<file path="src/rtl/rate_tick_sel_if.sv">
// Control/status bundle of the rate generator: select and pause in, tick pulses and status out.
// The design (slave) drives the tick and status signals; the controller (master) drives sel and pause.
interface rate_tick_sel_if #(
  parameter int unsigned NUM_RATES = 2
);
  localparam int unsigned SEL_W = (NUM_RATES > 2) ? $clog2(NUM_RATES) : 1;

  logic [SEL_W-1:0]     sel;
  logic                 pause;
  logic                 tick;
  logic [NUM_RATES-1:0] tick_all;
  logic [SEL_W-1:0]     cur_sel;
  logic                 switching;
  logic                 phase;

  modport master (
    output sel, pause,
    input  tick, tick_all, cur_sel, switching, phase
  );

  modport slave (
    input  sel, pause,
    output tick, tick_all, cur_sel, switching, phase
  );
endinterface

</file>
<file path="src/rtl/rate_tick_sel.sv">
// Power-of-two tick-enable generator with a rate selector that only switches on a common boundary.
// Optional macro RATE_TICK_SEL_SYNC_EN adds a two-flop synchroniser on the raw select input.
module rate_tick_sel #(
  parameter int unsigned BASE_DIV  = 50_000_000,
  parameter int unsigned NUM_RATES = 2
) (
  input logic           clk,
  input logic           rst,
  rate_tick_sel_if.slave bus
);

  localparam int unsigned    SEL_W       = (NUM_RATES > 2) ? $clog2(NUM_RATES) : 1;
  localparam int unsigned    CNT_W       = $clog2(BASE_DIV);
  localparam int unsigned    OCT_W       = NUM_RATES - 1;
  localparam logic [CNT_W-1:0] CNT_MAX   = CNT_W'(BASE_DIV - 1);
  localparam logic [SEL_W:0] NUM_RATES_L = (SEL_W + 1)'(NUM_RATES);

  typedef enum logic {S_IDLE, S_PEND} state_e;

  logic [CNT_W-1:0]     base_cnt_q, base_cnt_d;
  logic [OCT_W-1:0]     oct_q, oct_d;
  logic                 base_wrap;
  logic [NUM_RATES-1:0] bnd;

  logic [SEL_W-1:0]     sel_s_q;
  state_e               state_q;
  logic [SEL_W-1:0]     target_q;
  logic [SEL_W-1:0]     cur_sel_q;
  logic                 switching_q;
  logic                 tick_q;
  logic [NUM_RATES-1:0] tick_all_q;
  logic                 phase_q;

  logic                 sel_ok;
  logic [SEL_W-1:0]     max_sel;
  logic                 cancel;
  logic                 do_switch;
  logic                 tick_d;

  // Base and octave counters; pause freezes both and suppresses every boundary.
  assign base_wrap = !bus.pause && (base_cnt_q == CNT_MAX);

  always_comb begin
    base_cnt_d = base_cnt_q;
    oct_d      = oct_q;
    if (base_wrap) begin
      base_cnt_d = '0;
      oct_d      = oct_q + OCT_W'(1);
    end else if (!bus.pause) begin
      base_cnt_d = base_cnt_q + CNT_W'(1);
    end
  end

  always_ff @(posedge clk or posedge rst) begin
    if (rst) begin
      base_cnt_q <= '0;
      oct_q      <= '0;
    end else begin
      base_cnt_q <= base_cnt_d;
      oct_q      <= oct_d;
    end
  end

  // Rate k boundary: base wrap with the low k octave bits all ones, so boundaries nest.
  assign bnd[0] = base_wrap;
  for (genvar k = 1; k < NUM_RATES; k++) begin : g_bnd
    assign bnd[k] = base_wrap & (&oct_q[k-1:0]);
  end

`ifdef RATE_TICK_SEL_SYNC_EN
  logic [SEL_W-1:0] sel_meta_q;

  always_ff @(posedge clk or posedge rst) begin
    if (rst) begin
      sel_meta_q <= '0;
      sel_s_q    <= '0;
    end else begin
      sel_meta_q <= bus.sel;
      sel_s_q    <= sel_meta_q;
    end
  end
`else
  always_ff @(posedge clk or posedge rst) begin
    if (rst) sel_s_q <= '0;
    else     sel_s_q <= bus.sel;
  end
`endif

  // Out-of-range requests are ignored so the target never points past the last rate.
  assign sel_ok    = {1'b0, sel_s_q} < NUM_RATES_L;
  assign max_sel   = (target_q > cur_sel_q) ? target_q : cur_sel_q;
  assign cancel    = (state_q == S_PEND) && (target_q == cur_sel_q);
  assign do_switch = (state_q == S_PEND) && !cancel && bnd[max_sel];
  assign tick_d    = do_switch ? bnd[target_q] : bnd[cur_sel_q];

  always_ff @(posedge clk or posedge rst) begin
    if (rst) begin
      state_q     <= S_IDLE;
      target_q    <= '0;
      cur_sel_q   <= '0;
      switching_q <= 1'b0;
      tick_q      <= 1'b0;
      tick_all_q  <= '0;
      phase_q     <= 1'b0;
    end else begin
      tick_all_q <= bnd;
      tick_q     <= tick_d;
      phase_q    <= phase_q ^ tick_d;
      case (state_q)
        S_IDLE: begin
          if (sel_ok && (sel_s_q != cur_sel_q)) begin
            state_q     <= S_PEND;
            target_q    <= sel_s_q;
            switching_q <= 1'b1;
          end
        end
        S_PEND: begin
          if (sel_ok) target_q <= sel_s_q;
          if (cancel || do_switch) begin
            state_q     <= S_IDLE;
            switching_q <= 1'b0;
          end
          if (do_switch) cur_sel_q <= target_q;
        end
        default: state_q <= S_IDLE;
      endcase
    end
  end

  assign bus.tick      = tick_q;
  assign bus.tick_all  = tick_all_q;
  assign bus.cur_sel   = cur_sel_q;
  assign bus.switching = switching_q;
  assign bus.phase     = phase_q;

endmodule

</file>
<file path="src/flat_wrapper.sv">
// flat-port wrapper written by rule: the top's interface ports become plain ports
module rate_tick_sel_flat 
#(
  parameter int unsigned BASE_DIV  = 50_000_000,
  parameter int unsigned NUM_RATES = 2
)
  (clk, rst, bus_sel, bus_pause, bus_tick, bus_tick_all, bus_cur_sel, bus_switching, bus_phase);
  rate_tick_sel_if #(.NUM_RATES(NUM_RATES)) bus_i ();
  input logic clk;
  input logic rst;
  input wire logic [$bits(bus_i.sel)-1:0] bus_sel;
  input wire logic [$bits(bus_i.pause)-1:0] bus_pause;
  output wire logic [$bits(bus_i.tick)-1:0] bus_tick;
  output wire logic [$bits(bus_i.tick_all)-1:0] bus_tick_all;
  output wire logic [$bits(bus_i.cur_sel)-1:0] bus_cur_sel;
  output wire logic [$bits(bus_i.switching)-1:0] bus_switching;
  output wire logic [$bits(bus_i.phase)-1:0] bus_phase;
  assign bus_i.sel = bus_sel;
  assign bus_i.pause = bus_pause;
  assign bus_tick = bus_i.tick;
  assign bus_tick_all = bus_i.tick_all;
  assign bus_cur_sel = bus_i.cur_sel;
  assign bus_switching = bus_i.switching;
  assign bus_phase = bus_i.phase;
  rate_tick_sel #(.BASE_DIV(BASE_DIV), .NUM_RATES(NUM_RATES)) u_core (.clk(clk), .rst(rst), .bus(bus_i));
endmodule
</file>
<file path="config.mk">
export PLATFORM = sky130hd
export DESIGN_NAME = rate_tick_sel_flat
export DESIGN_NICKNAME = d
export VERILOG_FILES = /design/src/rtl/rate_tick_sel_if.sv /design/src/rtl/rate_tick_sel.sv /design/src/flat_wrapper.sv
export SDC_FILE = /design/constraint.sdc
export NUM_CORES = 1
export LEC_CHECK = 0
export ABC_AREA = 1
export BUFFER_PORTS_ARGS = -buffer_cell sky130_fd_sc_hd__buf_2
export CAP_MARGIN = 10
export CORE_MARGIN = 2
export CORE_UTILIZATION = 45
export DETAILED_ROUTE_END_ITERATION = 12
export SETUP_SLACK_MARGIN = 0.15
export SLEW_MARGIN = 10
export SYNTH_ARGS = -nofsm -noshare
export SYNTH_HDL_FRONTEND = slang
export SYNTH_SLANG_ARGS = --single-unit
export TNS_END_PERCENT = 50
</file>
<file path="constraint.sdc">
create_clock -name clk -period 1.46 [get_ports clk]
set_input_delay 0.365 -clock clk [delete_from_list [all_inputs] [get_ports clk]]
set_output_delay 0.365 -clock clk [all_outputs]
set_load 0.02 [all_outputs]
</file>
==> out/qor.txt <==
Area of the multi-input gates -> 1280 um^2
Clock root buffer -> clkbuf_8
Kind of capture point of the worst setup path -> flop
Most frequent standard cell in the layout excluding fill and tap cells -> nand2_1
Flip-flop and latch count after synthesis -> 36
Post-synthesis instance area -> 2110 um^2
Synth Area per Inst -> 7.21 um^2
Vias in the first global route -> 1951
Largest net degree at the start of global routing -> 14
Net total in the final layout -> 364
CTS hold repair buffers -> 0
DR vias -> 2128
Power density of the placed cells -> 880 nW/um^2
Number of levels the H-tree was split into -> 2
Final routed DRC violation total -> 0
Kind of cell with the highest combined delay on the critical path -> simple AND/OR/NAND/NOR gates
Worst IR Drop VDD -> 0.706 mV
Failing checks -> negative setup slack
Fraction of synthesis flops using an asynchronous set or reset pin -> 1.00
1st-pass router iterations -> 4
Minimum setup slack in the final design -> -0.0733 ns
Slew Limit Headroom -> 0.653
Width of the die -> 72.5 um
CP Cell Sequence -> buf_4 -> nor2_1 -> nand2_1 -> nor2_2 -> nand2_2 -> nor2_4 -> nand4_2 -> nand3_1 -> nand2_1
Clock insertion delay at the later pin of the skew report -> 0.30 ns
Reported leakage power -> 1.60 nW
Max-cap violation count -> 0
Worst setup path class -> reg -> reg
Top achievable clock speed -> 652 MHz
Launching element type of the critical path -> flop
Fin util -> 0.687
Result of the run -> complete, but fails checks
First-pass GRT wire length -> 8830 um
Initial core utilization -> 0.475
Total number of clock tree sinks -> 36
GRT overflow -> 0
Initial antenna violation count -> 0
Remaining number of nets flagged by the antenna check after routing -> 0
Diodes inserted -> 0
Highest-count cells in the layout ignoring fill and taps -> 61 x nand2_1, 42 x inv_1, 40 x buf_4, 32 x nor2_1, 29 x dfrtp_1
Clock tree from TritonCTS -> yes
Crit path buffers/inverters -> 1
Arrival time worst endpoint -> 1.72 ns
Critical Path Most Common Cell -> nand2_1
Count of pins over their slew limit -> 0
Number of design-rule violations left by the first detailed-router iteration -> 181
Total clock buffers created by CTS -> 5
Critical Path Slowest Stage Cell -> dfrtp_1
Area Overhead vs Synth -> 44.5%
Register area -> 910 um^2
Register clock-pin slew on the reported worst setup and hold paths -> 0.07 ns
Layout cells sized above 1 -> 0.407
Hold WS -> 0.0903 ns
Net count of the mapped netlist -> 299
# fillers -> 345
Number of different library cells in the post-synthesis netlist -> 24
Global placer's final weighted congestion -> 0.890
EDFF count, synth -> 0
Post-detailed-placement half-perimeter wirelength -> 3900 um
Vias per std cell -> 5.18
Data required time of the worst path -> 1.65 ns
WL/cell -> 14.2 um
Final wirelength -> 5860 um
Number of core rows -> 24
Fin Setup TNS -> -0.520 ns
Die outline area -> 5260 um^2
Worst clock skew -> 0.00942 ns
Total power consumption of the routed design -> 2.69 mW
Register area share after synthesis -> 0.427
Port buffer count -> 9
# setup viols final -> 14
Worst Hold Class -> in -> async
Maximum buffer depth of the clock tree -> 2
Least-Margin Pin Slew -> 0.521 ns
Placeable core area -> 4440 um^2
Post-Syn Instances -> 293
Dominant synthesized flop cell -> dfrtp_1
Chip height -> 72.5 um
Total GRT Usage -> 0.219
Fin crit period -> 1.53 ns
Fin. Hold Viols -> 0
Yosys warns -> 0
Share of the cycle needed by the critical path after routing -> 1.05
Worst-path maximum fanout -> 4
Unrepaired setup endpoints after global routing -> yes
Slowest stage delay, CP -> 0.43 ns
Io pins -> 10
[final timing paths]
path / from / to / slack, ns / cells past startpoint
worst max-delay path: u_core.base_cnt_q[7]$_DFFE_PP0P_ / u_core.bus.phase$_DFF_PP0_ / -0.07 / 9
worst min-delay path: rst / u_core.base_cnt_q[3]$_DFFE_PP0P_ / 0.09 / 2
worst max register to register: u_core.base_cnt_q[7]$_DFFE_PP0P_ / u_core.bus.phase$_DFF_PP0_ / -0.07 / 9
worst min register to register: u_core.state_q$_DFF_PP0_ / u_core.bus.switching$_DFFE_PP0P_ / 0.52 / 1
max in group asynchronous: rst / u_core.base_cnt_q[11]$_DFFE_PP0P_ / 0.91 / 3
min in group clk: bus_sel / u_core.sel_s_q$_DFF_PP0_ / 0.17 / 1
[flip-flops by register name, summed over array words and instances, names as in the netlist]
signal                flops
u_core.base_cnt_q        26
u_core.bus.cur_sel        1
u_core.bus.phase          1
u_core.bus.switching      1
u_core.bus.tick           1
u_core.bus.tick_all       2
u_core.oct_q              1
u_core.sel_s_q            1
u_core.state_q            1
u_core.target_q           1
[area by class of cell]
type	instances	area share
Multi-Input combinational cell	203	0.419
Sequential cell	36	0.298
Tap cell	52	0.0213
Clock buffer	7	0.0283
Timing Repair Buffer	59	0.164
Inverter	53	0.0668
Clock inverter	1	0.00246
[power by group]
group	total [mW]	switching, mW	leakage [nW]	internal, mW
clock	0.771	0.387	0.0445	0.384
sequential	1.24	0.131	0.396	1.11
combinational	0.673	0.364	1.16	0.309
total	2.69	0.882	1.60	1.80
[per-layer routing]
layer,share of wire,track usage,routed length (um)
met4,0.031,0.0864,183
met2,0.49,0.358,2840
met3,0.048,0.0431,282
met1,0.44,0.285,2550
met5,0,0,0
[worst register-to-register path: cells and delay by family (launching register included)]
| kind | cells | cell delay (ns) |
|---|---|---|
| AND/OR/NAND/NOR | 8 | 0.84 |
| flip-flops | 1 | 0.43 |
| buffers and inverters | 1 | 0.15 |
[per-stage QoR]
stage                     worst slack (ns)  instance area, um^2  std cells
after floorplan                      0.120                 2130        293
after CTS                         -0.00423                 2780        399
final                              -0.0733                 3050        411
after detailed placement           -0.0782                 2520        385
after global placement             -0.0591                 2520        385
after global routing                -0.199                 3050        411
[cell families (layout without fill, tap and decap cells)]
kind of cell / after synthesis / count (layout) / share of synthesized area
and+or+nand+nor: 170 / 171 / 0.367
DFF: 36 / 36 / 0.427
xor gates and xnor gates: 10 / 10 / 0.0415
buffers and inverters: 55 / 120 / 0.101
adders and majority gates: 2 / 2 / 0.0118
AOI/OAI and AO/OA: 20 / 20 / 0.0515
[what timing repair did]
item / in CTS / in global routing
endpoints found under the setup margin: 31 / 32
pin swaps: 10 / 18
buffers inserted: 6 / 11
cloned: 0 / 1
resized for setup: 34 / 49
hold endpoints to repair: 0 / 0
[cells in the mapped netlist, drive strengths merged (2+ instances only)]
master  instances  area [um^2]
nand2          77          299
inv            53          199
nor2           53          236
dfrtp          36          901
nand3          20          100
nor3           12         65.1
o21ai          10         50.0
xor2            9         78.8
a21oi           7         35.0
nand4           7         62.6
buf             2         15.0
ha              2         25.0
Power figures use the tool's default switching activity.
